--- config.mk ---
export PLATFORM = sky130hd
export DESIGN_NAME = ahb_arbiter
export DESIGN_NICKNAME = d
export VERILOG_FILES = /design/src/rtl/ahb_pkg.sv /design/src/rtl/ahb_rr_pick.sv /design/src/rtl/ahb_arbiter.sv
export SDC_FILE = /design/constraint.sdc
export NUM_CORES = 1
export LEC_CHECK = 0
export ABC_AREA = 0
export BUFFER_PORTS_ARGS = -buffer_cell sky130_fd_sc_hd__buf_2
export CAP_MARGIN = 10
export CELL_PAD_IN_SITES_DETAIL_PLACEMENT = 0
export CELL_PAD_IN_SITES_GLOBAL_PLACEMENT = 1
export CORE_ASPECT_RATIO = 1.25
export CORE_UTILIZATION = 37
export CTS_CLUSTER_SIZE = 20
export DETAILED_ROUTE_END_ITERATION = 16
export HOLD_SLACK_MARGIN = 0.05
export PLACE_DENSITY = 0.74
export SETUP_SLACK_MARGIN = 0.2
export SLEW_MARGIN = 20
export SYNTH_ARGS = -nofsm -noshare
export SYNTH_HDL_FRONTEND = slang
export SYNTH_SLANG_ARGS = --single-unit
export TNS_END_PERCENT = 50
--- constraint.sdc ---
create_clock -name HCLK -period 2.45 [get_ports HCLK]
set_input_delay 0.49 -clock HCLK [delete_from_list [all_inputs] [get_ports HCLK]]
set_output_delay 0.49 -clock HCLK [all_outputs]
set_load 0.02 [all_outputs]
--- src/rtl/ahb_pkg.sv ---
// Shared AHB definitions: HTRANS/HRESP encodings and the arbiter state type.
// No ports; imported by the arbiter and its round-robin picker.
package ahb_pkg;

    localparam logic [1:0] HTRANS_IDLE   = 2'b00;
    localparam logic [1:0] HTRANS_BUSY   = 2'b01;
    localparam logic [1:0] HTRANS_NONSEQ = 2'b10;
    localparam logic [1:0] HTRANS_SEQ    = 2'b11;

    localparam logic HRESP_OKAY  = 1'b0;
    localparam logic HRESP_ERROR = 1'b1;

    typedef enum logic [1:0] {
        ST_PARK = 2'd0,
        ST_OWN  = 2'd1,
        ST_LOCK = 2'd2
    } arb_state_e;

endpackage

--- src/rtl/ahb_rr_pick.sv ---
// Combinational round-robin picker: rotate, priority-encode, rotate back.
// Ports: req_i (requests), last_i (last owner), onehot_o/idx_o (winner), valid_o.
module ahb_rr_pick
    import ahb_pkg::*;
#(
    parameter int N = 3,
    localparam int W = $clog2(N)
) (
    input  logic [N-1:0] req_i,
    input  logic [W-1:0] last_i,
    output logic [N-1:0] onehot_o,
    output logic [W-1:0] idx_o,
    output logic         valid_o
);

    logic [N-1:0] rot;

    always_comb begin
        rot      = '0;
        onehot_o = '0;
        idx_o    = '0;
        valid_o  = 1'b0;
        // rot[0] is the master right after the last owner, so the
        // last owner itself lands in the lowest-priority slot.
        for (int i = 0; i < N; i++) begin
            rot[i] = req_i[(i + int'(last_i) + 1) % N];
        end
        // Walk downwards so the lowest set rotated bit wins.
        for (int i = N - 1; i >= 0; i--) begin
            if (rot[i]) begin
                valid_o = 1'b1;
                idx_o   = W'((i + int'(last_i) + 1) % N);
            end
        end
        if (valid_o) begin
            onehot_o[idx_o] = 1'b1;
        end
    end

endmodule

--- src/rtl/ahb_arbiter.sv ---
// Round-robin AHB arbiter with burst protection, locked transfers and parking.
// Ports: HCLK/HRESET, HBUSREQ/HLOCK/HTRANS/HREADY/HRESP in; HGRANT/HMASTER/HMASTER_D/HMASTLOCK out.
module ahb_arbiter
    import ahb_pkg::*;
#(
    parameter int N_MASTERS      = 3,
    parameter int DEFAULT_MASTER = 0,
    localparam int MW = $clog2(N_MASTERS)
) (
    input  logic                 HCLK,
    input  logic                 HRESET,
    input  logic [N_MASTERS-1:0] HBUSREQ,
    input  logic [N_MASTERS-1:0] HLOCK,
    input  logic [1:0]           HTRANS,
    input  logic                 HREADY,
    input  logic                 HRESP,
    output logic [N_MASTERS-1:0] HGRANT,
    output logic [MW-1:0]        HMASTER,
    output logic [MW-1:0]        HMASTER_D,
    output logic                 HMASTLOCK
);

    localparam logic [N_MASTERS-1:0] DEF_GRANT =
        {{(N_MASTERS-1){1'b0}}, 1'b1} << DEFAULT_MASTER;
    localparam logic [MW-1:0] DEF_IDX = MW'(DEFAULT_MASTER);

    arb_state_e           state_q, state_d;
    logic [N_MASTERS-1:0] grant_q, grant_d;
    logic [MW-1:0]        master_q, master_d;
    logic [MW-1:0]        mdata_q, mdata_d;

    logic [N_MASTERS-1:0] pick_onehot;
    logic [MW-1:0]        pick_idx;
    logic                 pick_valid;
    logic                 addr_hop;
    logic                 lock_hold;
    logic                 hop;
    logic                 win_lock;

    ahb_rr_pick #(
        .N(N_MASTERS)
    ) u_pick (
        .req_i   (HBUSREQ),
        .last_i  (master_q),
        .onehot_o(pick_onehot),
        .idx_o   (pick_idx),
        .valid_o (pick_valid)
    );

    assign addr_hop  = (HTRANS == HTRANS_IDLE) ||
                       (HTRANS == HTRANS_NONSEQ);
    assign lock_hold = (state_q == ST_LOCK) && HLOCK[master_q];
    // An ERROR response aborts the burst, so it re-arbitrates even when locked.
    assign hop       = HREADY &&
                       ((addr_hop && !lock_hold) || (HRESP == HRESP_ERROR));
    // Masking with HBUSREQ keeps a stray HLOCK from a non-requester out.
    assign win_lock  = |(pick_onehot & HBUSREQ & HLOCK);

    always_ff @(posedge HCLK) begin
        if (HRESET) begin
            state_q  <= ST_PARK;
            grant_q  <= DEF_GRANT;
            master_q <= DEF_IDX;
            mdata_q  <= DEF_IDX;
        end else begin
            state_q  <= state_d;
            grant_q  <= grant_d;
            master_q <= master_d;
            mdata_q  <= mdata_d;
        end
    end

    always_comb begin
        state_d  = state_q;
        grant_d  = grant_q;
        master_d = master_q;
        mdata_d  = mdata_q;
        if (HREADY) begin
            mdata_d = master_q;
        end
        unique case (1'b1)
            !HREADY: begin
            end
            HREADY && !hop: begin
            end
            hop && pick_valid: begin
                grant_d  = pick_onehot;
                master_d = pick_idx;
                state_d  = win_lock ? ST_LOCK : ST_OWN;
            end
            hop && !pick_valid: begin
                grant_d  = DEF_GRANT;
                master_d = DEF_IDX;
                state_d  = ST_PARK;
            end
            default: begin
            end
        endcase
    end

    assign HGRANT    = grant_q;
    assign HMASTER   = master_q;
    assign HMASTER_D = mdata_q;
    assign HMASTLOCK = (state_q == ST_LOCK);

endmodule

==> impl_metrics.json, run 1 <==
{
  "netlist_instances": 93,
  "min_to": "HGRANT[2]",
  "cts_tree": "done",
  "grt_max_degree": 10,
  "overflow": 0,
  "initialDrtViolationCount": 24,
  "syn_avg_cell_area_sq_um": 8.23,
  "area_growth_pct": 20.8,
  "core_area_sq_mm": 0.00196,
  "power.leakage_uw": 0.000406,
  "power_frac_seq_pct": 35.7,
  "ys_warn_count": 0,
  "reg2reg_slack_ns": 0.34,
  "track_usage_pct": 17.2,
  "reg2reg_depth": 8,
  "std_cell_rows": 18,
  "clock.fmax_ghz": 0.474,
  "start_util_pct": 39.1,
  "fp.dieH_um": 52.9,
  "finalMaxSlewViolations": 0,
  "critical_path.max_stage_delay_ns": 0.37,
  "synth_area_sq_um": 766,
  "clockBufferDepth": 2,
  "synth_top_area_share_pct": 23.5,
  "p_per_area_mw_per_mm2": 500,
  "cp_max_fo": 5,
  "end_kind": "flip-flop",
  "globalplace.congestion": 0.891,
  "cts_sinks": 9,
  "hold_viol_final": 0,
  "internal-power_uw": 304,
  "min_period_ns": 2.11,
  "antenna_found_initial": 0,
  "synth.area.top_cells": "dfxtp_1 (24%), mux2i_1 (7.8%), ha_1 (6.5%)",
  "routedWlPerCell_um": 13.2,
  "crit_arrival_ns": 2.25,
  "nFillCells": 206,
  "skew_ns": 0.00115,
  "crit_chain": "inv_1 > ha_1 > mux2i_2 > nor2_1 > and3_1 > a311oi_2 > nor4_2 > a32o_1",
  "post-route-drc-count": 0,
  "ys_seq_area_share_pct": 23.5,
  "async_flop_share_pct": 0,
  "path_delay_family": "compound AO/OA/AOI/OAI gates",
  "power_frac_comb_pct": 41.1,
  "path_clk_slew_ns": 0.06,
  "seqCellArea_sq_um": 181,
  "antenna_cells": 0,
  "cts_max_level": 1,
  "wl_mm": 1.76,
  "synth.ff_latch_count": 9,
  "worstSetupPathType": "reg -> reg",
  "synth.largest_area_cell": "dfxtp_1",
  "vias": 751,
  "placement.io_buffers": 18,
  "post-dp-hpwl_mm": 1.38,
  "synth_cell_types": 37,
  "fin_tns_setup_ns": 0,
  "switching_share_pct": 34.2,
  "regToRegStartpoint": "HMASTER[1]",
  "p_clk_share_pct": 23.2,
  "die_w_um": 42.7,
  "utilization_pct": 47.2,
  "synth_fp_nets": 109,
  "hp-class": "reg -> reg",
  "relSlewSlack_pct": 69.6,
  "root_buffer": "clkbuf_4",
  "drtPass1Iterations": 4,
  "path_buf_inv": 1,
  "start_kind": "flip-flop",
  "grt_pass1_wl_mm": 2.90,
  "fin_nets": 131,
  "outcome": "finished clean",
  "routed_via_density": 5.60,
  "dp_slack_ns": 0.285,
  "hp-start": "HGRANT[2]",
  "cp_slowest_cell": "mux2i_2",
  "ant_nets": 0,
  "max_cap_violations": 0,
  "synth_edf_count": 0,
  "synth_ff_type": "dfxtp_1",
  "cts_made_buffers": 3,
  "synthTopCellsByCount": "dfxtp_1 (9), inv_1 (8), nor2_1 (8)",
  "grt_pass1_vias": 710,
  "switching_power_uw": 158,
  "r2r-end": "state_q[1]",
  "hold_depth": 2,
  "rsz0062_at_grt": "no",
  "clock_latency_ns": 0.25,
  "ir_drop_mv": 0.358,
  "synth.most_common_cell": "dfxtp_1",
  "ios": 20,
  "multi_input_area_sq_um": 542,
  "design.die.area_sq_mm": 0.00226,
  "fin_crit_sh_pct": 86.0,
  "setup_viol": 0,
  "layout_setup_ws_ns": 0.342,
  "layout-drive-gt1-share_pct": 31.6,
  "tightest_slew_ns": 0.455,
  "critical_path_required_ns": 2.59
}
worst reg2reg max path: stages (launching register included):
cell and delay, ns:
dfxtp_1 0.33, inv_1 0.08, ha_1 0.29, mux2i_2 0.37, nor2_1 0.14, and3_1 0.21
a311oi_2 0.30, nor4_2 0.06, a32o_1 0.21
cell families (layout without fill, tap and decap cells):
logic type / after synthesis / after routing / share of synthesized area [%]
AND/OR/NAND/NOR: 36 / 36 / 27.0
multiplexers: 6 / 6 / 7.84
buffers and inverters: 13 / 34 / 8.82
AO/OA/AOI/OAI: 25 / 25 / 26.3
adder cells (fa/ha/maj): 4 / 4 / 6.54
flip-flops: 9 / 9 / 23.5
registers in the layout (all words and copies together) (netlist names):
| register | cells |
|---|---|
| HMASTER_D | 2 |
| state_q | 2 |
| HMASTER | 2 |
| HGRANT | 3 |
timing repair:
item,CTS,global route
hold buffers,0,0
gates resized for setup,0,5
setup endpoints to repair,0,2
setup buffers,0,1
layout by cell type (no fill, tap or decap), types with 3 or more instances in the layout:
| cell | netlist | layout |
|---|---|---|
| mux2i_1 | 6 | 5 |
| o21ai_0 | 5 | 5 |
| inv_1 | 8 | 8 |
| ha_1 | 4 | 4 |
| dfxtp_1 | 9 | 8 |
| buf_2 | 2 | 18 |
| nor2_1 | 8 | 8 |
| clkbuf_4 | 0 | 3 |
| o21a_1 | 3 | 3 |
| buf_4 | 0 | 4 |
| nand2_1 | 6 | 6 |
| nand3_1 | 3 | 3 |
| nand2b_1 | 4 | 4 |
| a21oi_1 | 5 | 5 |
area by class of cell:
cell class                      instances  share of cell area, %
Inverter                                8                   3.25
Multi-Input combinational cell         71                   58.6
Timing Repair Buffer                   22                   13.0
Sequential cell                         9                   19.6
Tap cell                               20                   2.71
Clock buffer                            4                   2.84
metal layers:
metal	vias to the layer above	global-route usage [%]	wire [um]
met3	6	1.02	65
met4	0	12.5	42
met5	-	0	0
met1	352	18.9	755
li1	374	-	-
met2	19	30.8	899
worst max-delay path by stage:
stage	depth (start not counted)	start	to	slack (ns)
after CTS	9	HMASTER[0]	state_q[1]	0.26
after detailed placement	8	HMASTER[0]	state_q[1]	0.28
after floorplan	9	HMASTER[0]	state_q[0]	0.22
after global routing	8	HMASTER[1]	state_q[1]	0.21
after global placement	9	HMASTER[0]	state_q[1]	0.31
final	8	HMASTER[1]	state_q[1]	0.34
through the flow:
step / instance area (sq um) / power [uW] / hold slack, ns / instances
finish: 925 / 462 / 0.452 / 134
global route: 925 / 497 / 0.479 / 134
CTS: 892 / 454 / 0.455 / 133
detailed placement: 866 / 341 / 0.446 / 129
global placement: 866 / 339 / 0.438 / 129
floorplan: 766 / 298 / 0.461 / 93
power groups by stage:
stage	logic [uW]	registers, uW	clock network (uW)
2_1_floorplan	119	179	0
3_5_place_dp	173	168	0
3_3_place_gp	172	167	0
4_1_cts	175	165	115
5_1_grt	209	167	122
6_report	190	165	108
(Power assumes the default switching activity.)
==> inputs of run 2 (changes only) <==
CORE_UTILIZATION = 40   (was 37)
PLACE_DENSITY = 0.81   (was 0.74)
clock period = 2.6 ns   (was 2.45 ns; I/O delays follow)
==> impl_metrics.json, run 2 (same netlist as run 1, synthesis figures left out) <==
{
  "root_buffer": "clkbuf_4",
  "power.leakage_uw": 0.000396,
  "layout-drive-gt1-share_pct": 27.7,
  "worstSetupPathType": "reg -> reg",
  "clockBufferDepth": 2,
  "clock_latency_ns": 0.26,
  "antenna_cells": 0,
  "core_area_sq_mm": 0.00179,
  "area_growth_pct": 15.5,
  "fin_crit_sh_pct": 87.4,
  "crit_arrival_ns": 2.42,
  "track_usage_pct": 18.1,
  "start_util_pct": 42.9,
  "fin_nets": 129,
  "skew_ns": 0.00773,
  "reg2reg_slack_ns": 0.33,
  "drtPass1Iterations": 4,
  "vias": 711,
  "wl_mm": 1.67,
  "std_cell_rows": 17,
  "rsz0062_at_grt": "no",
  "die_w_um": 41.1,
  "final_cell_mix": "buf_2 (18), dfxtp_1 (9), inv_1 (8), nor2_1 (8)",
  "p_per_area_mw_per_mm2": 477,
  "end_kind": "flip-flop",
  "post-dp-hpwl_mm": 1.35,
  "globalplace.congestion": 0.732,
  "cts_max_level": 1,
  "hold_depth": 2,
  "critical_path_required_ns": 2.75,
  "fin_area_sq_um": 885,
  "antenna_found_initial": 0,
  "min_period_ns": 2.27,
  "cts_sinks": 9,
  "grt_pass1_vias": 672,
  "outcome": "finished clean",
  "initialDrtViolationCount": 22,
  "hold_viol_final": 0,
  "overflow": 0,
  "post-route-drc-count": 0,
  "placedInstanceArea_sq_um": 857,
  "relSlewSlack_pct": 73.2,
  "cts.repair.resized": 0,
  "holdWs_ns": 0.458,
  "grt_pass1_wl_mm": 2.68,
  "placement.io_buffers": 18,
  "routedWlPerCell_um": 12.7,
  "grt_max_degree": 12,
  "final_common_cell": "buf_2",
  "design.die.area_sq_mm": 0.00209,
  "setup_viol": 0,
  "post-cts-setup-buffers": 0,
  "max_cap_violations": 0,
  "reg2reg_depth": 8,
  "clock.fmax_ghz": 0.440,
  "cts_made_buffers": 3,
  "finalMaxSlewViolations": 0,
  "ios": 20,
  "largest_register_ff_count": 3,
  "cts_tree": "done",
  "tightest_slew_ns": 0.401,
  "path_clk_slew_ns": 0.06,
  "fp.dieH_um": 50.9,
  "start_kind": "flip-flop",
  "cp_max_fo": 11,
  "routed_via_density": 5.43,
  "fin_tns_setup_ns": 0,
  "ant_nets": 0,
  "hp-class": "reg -> reg",
  "ir_drop_mv": 0.358,
  "postCtsHoldBufs": 0
}
## run 2: area by class of cell
cell class,instances,area [sq um]
fill,184,902
clock inverter,1,5.00
inverter,8,30.0
timing repair buffer,20,105
sequential,9,180
clock buffer,3,22.5
multi-input combinational,71,518
tap,19,23.8
## run 2: report_power, final
| group | internal, uW | total (uW) | switching [uW] |
|---|---|---|---|
| Sequential | 149 | 154 | 5.65 |
| Combinational | 68.4 | 160 | 92.0 |
| Clock | 56.7 | 107 | 50.1 |
## run 2: per-stage QoR
step | instances | setup slack [ns] | power, uW | utilization [%]
after detailed placement | 127 | 0.409 | 317 | 48.0
after global placement | 127 | 0.406 | 315 | 48.0
after CTS | 131 | 0.376 | 428 | 49.5
after floorplan | 93 | 0.374 | 281 | -
after global routing | 131 | 0.220 | 451 | 49.5
final | 131 | 0.327 | 422 | 49.5
## run 2: layer usage
layer | part of all wire (%) | global-route usage [%] | up-vias
met5 | 0 | 0 | -
met4 | 0 | 8.06 | 0
met3 | 2.2 | 1.30 | 0
met2 | 53 | 32.3 | 9
met1 | 45 | 20.3 | 331
li1 | - | - | 371
## run 2: path summary, 6_finish.rpt
kind              startpoint          to
setup reg to reg  HMASTER[0]  state_q[1]
hold reg to reg    HGRANT[2]   HGRANT[2]
setup / recovery  HMASTER[0]  state_q[1]
hold / removal     HGRANT[2]   HGRANT[2]
## run 2: worst max-delay path, cell delays in order (launching register included)
cell and delay [ns]:
dfxtp_1 0.33, inv_1 0.06, ha_1 0.48, or2b_1 0.30, o22ai_2 0.21, a211oi_2 0.08
a311oi_1 0.38, nor4_1 0.08, a32o_1 0.23
==> inputs of run 3 (changes only) <==
CORE_UTILIZATION = 33   (was 40)
PLACE_DENSITY = 0.72   (was 0.81)
clock period = 2.01 ns   (was 2.6 ns; I/O delays follow)
==> impl_metrics.json, run 3 (same netlist as run 1, synthesis figures left out) <==
{
  "min_period_ns": 2.08,
  "switching_share_pct": 34.2,
  "switching_power_uw": 219,
  "p_total_uw": 640,
  "end_kind": "flip-flop",
  "violations": "negative setup slack",
  "hold_viol_final": 0,
  "start_kind": "flip-flop",
  "p_per_area_mw_per_mm2": 603,
  "final_common_cell": "buf_2",
  "placement.io_buffers": 18,
  "grt_pass1_wl_mm": 3.46,
  "die_w_um": 45.1,
  "ant_nets": 0,
  "track_usage_pct": 18.0,
  "hold_depth": 2,
  "hp-start": "HRESET",
  "layout_setup_ws_ns": -0.0719,
  "root_buffer": "clkbuf_4",
  "largest_register_ff_count": 3,
  "path_clk_slew_ns": 0.06,
  "core_area_sq_mm": 0.00219,
  "routed_via_density": 5.00,
  "drtPass1Iterations": 4,
  "tightest_slew_ns": 0.411,
  "postCtsHoldBufs": 0,
  "crit_arrival_ns": 2.28,
  "skew_ns": 0.00160,
  "cp_max_fo": 5,
  "fin_crit_sh_pct": 104,
  "setup_viol": 1,
  "routedWlPerCell_um": 12.8,
  "power_frac_comb_pct": 47.2,
  "power.leakage_uw": 0.000458,
  "grt_pass1_vias": 832,
  "max_cap_violations": 0,
  "ir_drop_mv": 0.412,
  "vias": 770,
  "min_to": "HMASTER[0]",
  "critical_path.max_stage_delay_ns": 0.37,
  "cp_slowest_cell": "dfxtp_4",
  "outcome": "complete, but fails checks",
  "globalplace.congestion": 0.893,
  "fin_tns_setup_ns": -0.0719,
  "final_cell_mix": "buf_2 (18), buf_4 (10), dfxtp_1 (7), inv_1 (7), nor2_1 (6)",
  "reg2reg_depth": 9,
  "antenna_found_initial": 0,
  "overflow": 0,
  "r2r-end": "state_q[1]",
  "regToRegStartpoint": "HMASTER[0]",
  "layout-drive-gt1-share_pct": 43.1,
  "clock_latency_ns": 0.26,
  "worstSetupPathType": "reg -> reg",
  "crit_chain": "inv_4 > ha_4 > buf_12 > and3b_4 > o21a_1 > a211oi_2 > a311oi_2 > nor4_1 > a32o_1",
  "internal-power_uw": 421,
  "clock.fmax_ghz": 0.480,
  "antenna_cells": 0,
  "start_util_pct": 35.0,
  "cts_tree": "done",
  "p_clk_share_pct": 21.3,
  "area_growth_pct": 38.6,
  "cts_made_buffers": 3,
  "utilization_pct": 48.5,
  "holdWs_ns": 0.416,
  "finalMaxSlewViolations": 0,
  "fin_nets": 140,
  "design.die.area_sq_mm": 0.00252,
  "wl_mm": 1.97,
  "power_frac_seq_pct": 31.5,
  "hp-class": "in -> reg",
  "cts_sinks": 9,
  "path_buf_inv": 2,
  "post-dp-hpwl_mm": 1.47,
  "relSlewSlack_pct": 72.5,
  "ios": 20,
  "fp.dieH_um": 55.9,
  "clockBufferDepth": 2,
  "cts_max_level": 1,
  "reg2reg_slack_ns": -0.07,
  "initialDrtViolationCount": 14,
  "std_cell_rows": 19,
  "post-route-drc-count": 0,
  "grt_max_degree": 10,
  "path_delay_family": "compound AO/OA/AOI/OAI gates",
  "rsz0062_at_grt": "yes",
  "critical_path_required_ns": 2.21
}
## run 3: cell types whose count changed in the layout (fill, tap and decap cells not counted), moves of 2 or more
cell and delta:
ha_1 -3, ha_2 +2, buf_6 +2, nand2_1 -2
dfxtp_4 +2, nor2_1 -2, buf_4 +8, nand2_2 +2
dfxtp_1 -2
## run 3: worst register-to-register path, cell delays in order (launching register included)
cell      delay, ns
dfxtp_4        0.37
inv_4          0.04
ha_4           0.26
buf_12         0.13
and3b_4        0.18
o21a_1         0.20
a211oi_2       0.22
a311oi_2       0.16
nor4_1         0.30
a32o_1         0.17
## run 3: area by class of cell
| type | count | area (sq um) |
|---|---|---|
| Tap cell | 31 | 38.8 |
| Multi-Input combinational cell | 71 | 568 |
| Timing Repair Buffer | 31 | 208 |
| Inverter | 8 | 32.5 |
| Clock buffer | 4 | 26.3 |
| Sequential cell | 9 | 188 |
| Fill cell | 234 | 1130 |
## run 3: worst max path at each step
stage,start,to,slack (ns),cells after the start
finish,HMASTER[0],state_q[1],-0.07,9
global route,HMASTER[0],state_q[1],-0.1,9
CTS,HMASTER[1],state_q[1],0.07,8
detailed placement,HMASTER[1],state_q[1],0.03,8
global placement,HMASTER[1],state_q[1],0.07,8
floorplan,HMASTER[0],state_q[1],0.13,9
## run 3: timing repair
action | 4_1_cts | 5_1_grt
pin swaps | 3 | 8
gates resized for setup | 1 | 10
setup endpoints to repair | 6 | 7
setup buffers | 3 | 4
gates cloned | 0 | 0
## run 3: power groups by stage
stage	registers [uW]	clock network [uW]	logic (uW)
6_report	201	137	302
5_1_grt	203	152	329
4_1_cts	201	144	248
3_5_place_dp	206	0	236
3_3_place_gp	205	0	234
2_1_floorplan	218	0	154
## run 3: layer usage
| layer | wire (um) | global-route usage [%] | up-vias |
|---|---|---|---|
| li1 | - | - | 393 |
| met4 | 60 | 9.09 | 0 |
| met5 | 0 | 0 | - |
| met2 | 971 | 29.0 | 22 |
| met1 | 855 | 22.0 | 347 |
| met3 | 82 | 3.25 | 8 |
## run 3: stage by stage
step | cell area, sq um | setup slack, ns | std cells
CTS | 986 | 0.0681 | 150
floorplan | 798 | 0.133 | 93
detailed placement | 935 | 0.0341 | 143
global route | 1060 | -0.0951 | 154
global placement | 935 | 0.0664 | 143
finish | 1060 | -0.0719 | 154
